**config.mk**
```make
export PLATFORM = sky130hd
export DESIGN_NAME = hazard_ctrl
export DESIGN_NICKNAME = d
export VERILOG_FILES = /design/src/rtl/hazard_ctrl.sv
export SDC_FILE = /design/constraint.sdc
export NUM_CORES = 1
export LEC_CHECK = 0
export ABC_AREA = 1
export ABC_CLOCK_PERIOD_IN_PS = 3730
export BUFFER_PORTS_ARGS = -buffer_cell sky130_fd_sc_hd__buf_2
export CORE_UTILIZATION = 40
export DETAILED_ROUTE_END_ITERATION = 16
export REMOVE_ABC_BUFFERS = 1
export SLEW_MARGIN = 20
export SYNTH_ARGS = -nofsm -noshare
export SYNTH_HDL_FRONTEND = slang
export SYNTH_SLANG_ARGS = --single-unit
export TNS_END_PERCENT = 5
```
**constraint.sdc**
```tcl
create_clock -name clk -period 3.73 [get_ports clk]
set_input_delay 0.5595 -clock clk [delete_from_list [all_inputs] [get_ports clk]]
set_output_delay 0.5595 -clock clk [all_outputs]
set_load 0.02 [all_outputs]
```
**src/rtl/hazard_ctrl.sv**
```systemverilog
// RVX10P pipeline hazard unit: RAW forwarding, load-use stalls, branch flushes,
// multi-cycle EX sequencing and wrap-around performance counters.
module hazard_ctrl #(
    parameter int unsigned MC_LAT = 4,
    parameter int unsigned CNT_W  = 32
) (
    input  logic             clk,
    input  logic             reset_n,
    input  logic [4:0]       Rs1D,
    input  logic [4:0]       Rs2D,
    input  logic [4:0]       Rs1E,
    input  logic [4:0]       Rs2E,
    input  logic [4:0]       RdE,
    input  logic             valid_E,
    input  logic             LoadE,
    input  logic             PCSrcE,
    input  logic             McStartE,
    input  logic [4:0]       RdM,
    input  logic             RegWriteM,
    input  logic [4:0]       RdW,
    input  logic             RegWriteW,
    input  logic             valid_W,
    input  logic             cnt_clr,
    output logic [1:0]       ForwardAE,
    output logic [1:0]       ForwardBE,
    output logic             StallF,
    output logic             StallD,
    output logic             StallE,
    output logic             FlushD,
    output logic             FlushE,
    output logic             FlushM,
    output logic             mc_busy,
    output logic [CNT_W-1:0] cycle_cnt,
    output logic [CNT_W-1:0] instret_cnt,
    output logic [CNT_W-1:0] stall_cnt,
    output logic [CNT_W-1:0] flush_cnt
);

    typedef enum logic {
        IDLE = 1'b0,
        BUSY = 1'b1
    } state_e;

    localparam logic [3:0] MC_LOAD  = 4'(MC_LAT - 1);
    localparam logic       MC_MULTI = (MC_LAT > 1);

    state_e           state_q, state_d;
    logic [3:0]       mc_cnt_q, mc_cnt_d;
    logic [CNT_W-1:0] cycle_q, instret_q, stall_q, flush_q;

    logic [1:0] fwd_a, fwd_b;
    logic       lw_stall;
    logic       stall_f, stall_d, stall_e, flush_d, flush_e, flush_m;

    // Memory-stage result is newer than Writeback, so it wins.
    function automatic logic [1:0] fwd_sel(input logic [4:0] rs,
                                           input logic [4:0] rd_m, input logic wr_m,
                                           input logic [4:0] rd_w, input logic wr_w);
        if (wr_m && (rd_m != 5'd0) && (rd_m == rs))
            return 2'b10;
        else if (wr_w && (rd_w != 5'd0) && (rd_w == rs))
            return 2'b01;
        else
            return 2'b00;
    endfunction

    assign fwd_a    = fwd_sel(Rs1E, RdM, RegWriteM, RdW, RegWriteW);
    assign fwd_b    = fwd_sel(Rs2E, RdM, RegWriteM, RdW, RegWriteW);
    assign lw_stall = valid_E && LoadE && (RdE != 5'd0) && ((RdE == Rs1D) || (RdE == Rs2D));

    always_comb begin
        state_d  = state_q;
        mc_cnt_d = mc_cnt_q;
        unique case (state_q)
            IDLE: begin
                if (MC_MULTI && valid_E && McStartE) begin
                    state_d  = BUSY;
                    mc_cnt_d = MC_LOAD;
                end
            end
            BUSY: begin
                if (mc_cnt_q == 4'd1) begin
                    state_d  = IDLE;
                    mc_cnt_d = '0;
                end else begin
                    mc_cnt_d = mc_cnt_q - 4'd1;
                end
            end
            default: begin
                state_d  = IDLE;
                mc_cnt_d = '0;
            end
        endcase
    end

    always_ff @(posedge clk or negedge reset_n) begin
        if (!reset_n) begin
            state_q  <= IDLE;
            mc_cnt_q <= '0;
        end else begin
            state_q  <= state_d;
            mc_cnt_q <= mc_cnt_d;
        end
    end

    // While busy the whole front end freezes and Memory receives bubbles;
    // branch and load-use requests are held off until the op completes.
    always_comb begin
        stall_f = 1'b0;
        stall_d = 1'b0;
        stall_e = 1'b0;
        flush_d = 1'b0;
        flush_e = 1'b0;
        flush_m = 1'b0;
        if (state_q == BUSY) begin
            stall_f = 1'b1;
            stall_d = 1'b1;
            stall_e = 1'b1;
            flush_m = 1'b1;
        end else begin
            stall_f = lw_stall;
            stall_d = lw_stall;
            flush_d = PCSrcE;
            flush_e = lw_stall || PCSrcE;
        end
    end

    // Control outputs are forced low for as long as reset is held.
    assign ForwardAE = reset_n ? fwd_a   : 2'b00;
    assign ForwardBE = reset_n ? fwd_b   : 2'b00;
    assign StallF    = reset_n && stall_f;
    assign StallD    = reset_n && stall_d;
    assign StallE    = reset_n && stall_e;
    assign FlushD    = reset_n && flush_d;
    assign FlushE    = reset_n && flush_e;
    assign FlushM    = reset_n && flush_m;
    assign mc_busy   = reset_n && (state_q == BUSY);

    always_ff @(posedge clk or negedge reset_n) begin
        if (!reset_n) begin
            cycle_q   <= '0;
            instret_q <= '0;
            stall_q   <= '0;
            flush_q   <= '0;
        end else if (cnt_clr) begin
            cycle_q   <= '0;
            instret_q <= '0;
            stall_q   <= '0;
            flush_q   <= '0;
        end else begin
            cycle_q <= cycle_q + CNT_W'(1);
            if (valid_W)
                instret_q <= instret_q + CNT_W'(1);
            if (stall_d)
                stall_q <= stall_q + CNT_W'(1);
            if (flush_d)
                flush_q <= flush_q + CNT_W'(1);
        end
    end

    assign cycle_cnt   = cycle_q;
    assign instret_cnt = instret_q;
    assign stall_cnt   = stall_q;
    assign flush_cnt   = flush_q;

endmodule
```
==> impl_metrics.env, run 1 <==
export IMPL_die_x_um=151
export IMPL_grt_use_met2_pct=36.5
export IMPL_cap_violations=0
export IMPL_cts_buffer_depth=2
export IMPL_root_buffer="clkbuf_16"
export IMPL_grt_pass1_wl_mm=40.3
export IMPL_grt_use_met1_pct=30.0
export IMPL_hold_viol_final=0
export IMPL_yosysMostFrequentCell="nand2_1"
export IMPL_dp_hpwl_mm=18.1
export IMPL_peakVddDrop_v=0.000348
export IMPL_cts_tree="done"
export IMPL_postLayoutCellArea_sq_mm=0.0107
export IMPL_hold_class="in -> async"
export IMPL_synth_area_leader_cell="dfrtp_1"
export IMPL_drc=0
export IMPL_setup_tns_ps=0
export IMPL_row_count=54
export IMPL_synth_avg_cell_area_sq_um=6.82
export IMPL_grt_busiest_layer="met2"
export IMPL_worstPathArrival_ps=1850
export IMPL_ys_ff_latch=133
export IMPL_cts_hold_buffers=0
export IMPL_synth_area_leaders="dfrtp_1 (38%), nand2_1 (16%), nor2_1 (9.6%)"
export IMPL_synth_edf_count=0
export IMPL_max_freq_mhz=416
export IMPL_placed_cell_area_sq_mm=0.0100
export IMPL_postSynth_asyncResetShare_pct=100
export IMPL_postSynthCellCount=1299
export IMPL_postCtsSetupRepairBufs=0
export IMPL_syn_cell_area_sq_mm=0.00885
export IMPL_clk_latency_ps=420
export IMPL_htree_levels=4
export IMPL_final_max_slew_viol_count=0
export IMPL_yosys_warnings=0
export IMPL_dr_first_iter_drc_count=404
export IMPL_cts_made_buffers=17
export IMPL_finClkSkew_ps=9.28
export IMPL_finalPower_uw=3880
export IMPL_timing_hold_ws_ps=29.1
export IMPL_cts_resized=0
export IMPL_cp_end_kind="output port"
export IMPL_routed_via_density=4.95
export IMPL_cp_required_ps=3170
export IMPL_crit_type="in -> out"
export IMPL_area_growth_pct=20.5
export IMPL_routabilityCongestion=0.863
export IMPL_drive_gt1_share_pct=19.5
export IMPL_drt_wl_total_mm=24.3
export IMPL_rsz0062_at_grt="no"
export IMPL_synth_top_area_share_pct=37.6
export IMPL_clock_sinks=133
export IMPL_vias=8770
export IMPL_layoutNonFillerInstCount=1770
export IMPL_synth_cell_types=46
export IMPL_synthFlopType="dfrtp_1"
export IMPL_grt_max_degree=59
export IMPL_initial_core_util_pct=40.7
export IMPL_core_region_area_sq_mm=0.0218
export IMPL_io_pins=184
export IMPL_startpoint_type="input pin"
export IMPL_place_inst=1738
export IMPL_fin_nets=1528
export IMPL_drtPass1Iterations=5
export IMPL_ant_nets=0
export IMPL_setup_viol=0
export IMPL_min_period_ps=2400
export IMPL_powerDensity_mw_per_mm2=364
export IMPL_tightest_slew_ps=753
export IMPL_grt_pass1_vias=8206
export IMPL_status="finished, final reports clean"
export IMPL_slew_headroom_pct=49.8
export IMPL_grt_total_usage_pct=22.3
export IMPL_die_area_sq_mm=0.0227
export IMPL_overflow=0
export IMPL_clk_pin_slew_worst_paths_ps=60
export IMPL_fp_dieH_um=151
export IMPL_fin_crit_sh_pct=64.5
export IMPL_p_leak_uw=0.00522
export IMPL_port_buffer_count=183
export IMPL_path_max_fanout=36
export IMPL_ys_seq_area_share_pct=37.6
export IMPL_wl_per_cell_um=13.8
export IMPL_antenna_found_initial=0
export IMPL_n_antenna_cell=0
export IMPL_grt_use_met3_pct=3.80
export IMPL_synthTopCellsByCount="nand2_1 (370), nor2_1 (227), inv_1 (147)"
[area by class of cell]
class | count | area [sq um]
Tap cell | 280 | 350
Clock buffer | 21 | 470
Timing Repair Buffer | 190 | 975
Sequential cell | 133 | 3330
Multi-Input combinational cell | 984 | 4800
Clock inverter | 11 | 171
Fill cell | 2282 | 11100
Inverter | 151 | 568
[sequential cells by signal, indices dropped and copies added, names as in the netlist]
name	cells
flush_cnt	32
stall_cnt	32
mc_cnt_q	4
cycle_cnt	32
state_q	1
instret_cnt	32
[through the flow]
stage               setup slack [ps]  utilization (%)
floorplan                       1190                -
global placement                1370             46.1
detailed placement              1330             46.1
CTS                             1320             49.0
global route                    1150             49.0
finish                          1330             49.0
[final timing paths]
check | startpoint | to | slack (ps) | depth (start not counted)
hold / removal | reset_n | cycle_cnt[4] | 30 | 1
max in group asynchronous | reset_n | state_q | 2580 | 2
setup reg to reg | instret_cnt[0] | instret_cnt[20] | 1930 | 11
hold reg to reg | cycle_cnt[0] | cycle_cnt[0] | 530 | 1
min in group clk | McStartE | state_q | 480 | 3
setup / recovery | RdE[4] | StallF | 1330 | 10
[per-layer routing]
layer  wire length, um  share of wire (%)  up-vias
met4               354                1.5        0
met1             11400                 47     4000
met3              1080                4.4       30
li1                  -                  -     4516
met5                 0                  0        -
met2             11500                 47      224
[worst max-delay path, stage by stage]
cell and delay [ps]:
buf_2 110, inv_1 60, nand2_1 50, nand2_1 40, nor2_1 120, nand3_1 90, nand2_1 100, nand2_4 250
a21oi_1 250, buf_2 190
[cell families after synthesis]
logic type / count (synthesis) / share of synthesized area [%]
and+or+nand+nor: 825 / 42.1
buffers and inverters: 182 / 8.17
DFF: 133 / 37.6
AOI/OAI and AO/OA: 104 / 6.42
xor gates and xnor gates: 49 / 4.85
adders and majority gates: 6 / 0.848
[layout by cell type, fill, tap and decap left out, types with 6 or more instances in the layout]
cell type  Yosys  layout
nor2_4        11      11
nor2_1       227     227
nand2_1      370     370
xor2_1        29      29
xnor2_1       20      20
o21ai_0       39      39
ha_1           6       6
clkbuf_16      0      17
nor2_2        16      16
dfrtp_1      133     133
nand3_1       67      67
nand4_1       56      56
nand3_2        6       6
buf_2         11     182
buf_4          5       7
nand2_2       14      14
a21oi_1       46      46
inv_1        147     146
nor3_1        32      32
[where the power goes]
group,internal [uW],switching (uW),total (uW)
Combinational,150,360,509
Clock,1170,668,1840
Sequential,1490,44.4,1530
Note: power is estimated with default switching activity, not from simulation.
==> inputs of run 2 (changes only) <==
- ABC_CLOCK_PERIOD_IN_PS: 3730 -> 2300
- clock period: 3.73 -> 2.3 ns (I/O delays scaled with it)
==> run 2 against run 1 <==
- the run now ends with DRC left
- largest power group unchanged
- power up 60%
- first-iteration DRC count up 4.5%
- clock power up 57%
- sequential share of layout area down 0.11 points
- clock skew up 1.9 ps
- worst setup slack worse by 1100 ps
- via count up 0.74%
- sequential power up 62%
==> impl_metrics.env, run 2 (same netlist as run 1, synthesis figures left out) <==
export IMPL_core_region_area_sq_mm=0.0218
export IMPL_finalPower_uw=6220
export IMPL_htree_levels=4
export IMPL_path_delay_family="buffers and inverters"
export IMPL_drc=1
export IMPL_layout_commonest_cell="nand2_1"
export IMPL_powerDensity_mw_per_mm2=581
export IMPL_min_period_ps=2030
export IMPL_routabilityCongestion=0.862
export IMPL_final_max_slew_viol_count=0
export IMPL_path_buf_inv=3
export IMPL_cts_buffer_depth=2
export IMPL_grt_pass1_wl_mm=41.0
export IMPL_worstPathArrival_ps=1690
export IMPL_n_antenna_cell=0
export IMPL_area_growth_pct=20.9
export IMPL_io_pins=184
export IMPL_clk_pin_slew_worst_paths_ps=60
export IMPL_postCtsSetupRepairBufs=0
export IMPL_grt_max_degree=108
export IMPL_drt_wl_total_mm=25.1
export IMPL_startpoint_type="flop"
export IMPL_cts_tree="done"
export IMPL_hold_class="in -> async"
export IMPL_die_x_um=151
export IMPL_fin_nets=1533
export IMPL_postLayoutCellArea_sq_mm=0.0107
export IMPL_dr_first_iter_drc_count=422
export IMPL_hold_viol_final=0
export IMPL_clk_latency_ps=420
export IMPL_dp_slack_ps=418
export IMPL_slew_headroom_pct=60.6
export IMPL_setup_viol=0
export IMPL_wl_per_cell_um=14.1
export IMPL_cts_made_buffers=17
export IMPL_peakVddDrop_v=0.000460
export IMPL_grt_pass1_vias=8280
export IMPL_tightest_slew_ps=591
export IMPL_crit_path_max_incr_delay_ps=440
export IMPL_dp_hpwl_mm=18.6
export IMPL_routed_via_density=4.98
export IMPL_fp_dieH_um=151
export IMPL_rsz0062_at_grt="no"
export IMPL_grt_total_usage_pct=22.9
export IMPL_fin_crit_sh_pct=88.5
export IMPL_fillers=2272
export IMPL_clock_sinks=133
export IMPL_drtPass1Iterations=11
export IMPL_overflow=0
export IMPL_layoutNonFillerInstCount=1775
export IMPL_initial_core_util_pct=40.7
export IMPL_crit_type="reg -> out"
export IMPL_cap_violations=0
export IMPL_row_count=54
export IMPL_cts_resized=0
export IMPL_path_max_fanout=23
export IMPL_final_cell_mix="nand2_1 (370), nor2_1 (227), buf_2 (182), inv_1 (146), dfrtp_1 (133)"
export IMPL_place_inst=1743
export IMPL_cp_required_ps=1960
export IMPL_cts_hold_buffers=0
export IMPL_port_buffer_count=183
export IMPL_cp_end_kind="output port"
export IMPL_status="complete, but fails checks"
export IMPL_p_leak_uw=0.00525
export IMPL_violations="DRC"
export IMPL_worstPathCellList="inv_2, buf_4, nand2_1, o22ai_1, buf_2"
export IMPL_ant_nets=0
export IMPL_rr_endpoint="instret_cnt[20]"
export IMPL_r2r_start="instret_cnt[0]"
export IMPL_die_area_sq_mm=0.0227
export IMPL_regToRegSetupSlack_ps=500
export IMPL_cp_slowest_cell="dfrtp_1"
export IMPL_worst_slack_ps=266
export IMPL_finClkSkew_ps=11.1
export IMPL_antenna_found_initial=0
export IMPL_vias=8835
export IMPL_root_buffer="clkbuf_16"
export IMPL_max_freq_mhz=492
export IMPL_worst_r2r_path_depth=11
export IMPL_placed_cell_area_sq_mm=0.0101
export IMPL_drive_gt1_share_pct=19.9
## run 2: changes by cell type in the layout (fill, tap and decap cells not counted), sizes merged
| cell | change |
|---|---|
| bufinv | -1 |
| buf | +5 |
| clkinv | +2 |
| clkbuf | -1 |
## run 2: final cells by class
class	instances	area (sq um)	share of cell area (%)
Multi-Input combinational cell	984	4800	44.9
Sequential cell	133	3330	31.1
Tap cell	280	350	3.27
Timing Repair Buffer	195	1040	9.69
Clock buffer	20	467	4.36
Clock inverter	12	151	1.41
Inverter	151	568	5.31
## run 2: layer usage
layer	vias up	share of wire [%]	global-route usage, %
met3	19	4.9	4.58
met2	209	47	37.2
met4	0	1.3	6.70
met1	4090	46	30.6
li1	4517	-	-
met5	-	0	0
## run 2: how the worst max path moves through the flow
stage             from            to  cells past startpoint
3_3_place_gp    RdE[4]        StallD                     10
5_1_grt        state_q        FlushE                      5
4_1_cts        state_q        FlushE                      5
3_5_place_dp    RdE[4]        StallF                     10
6_report       state_q        FlushE                      5
2_1_floorplan  cnt_clr  stall_cnt[0]                      4
## run 2: power by group
group / internal (uW) / switching, uW
clock: 1790 / 1090
sequential: 2410 / 72.8
combinational: 263 / 594
## run 2: worst reg2reg max path, stage by stage (launching register included)
cell     delay [ps]
dfrtp_1         450
ha_1            220
nand2_1         140
nor2_4          200
nand2_2          90
nor2_4          120
nand2_2         100
nor2_4          140
nand3_2          90
nand2_1          70
nand2_1          40
nor2_1           90
## run 2: stage by stage
stage | hold slack [ps] | util (%) | setup TNS (ps)
2_1_floorplan | 49.4 | - | -413
6_report | 49.3 | 49.2 | 0
3_3_place_gp | 492 | 46.4 | 0
4_1_cts | 60.9 | 49.2 | 0
5_1_grt | 75.7 | 49.2 | 0
3_5_place_dp | 493 | 46.4 | 0
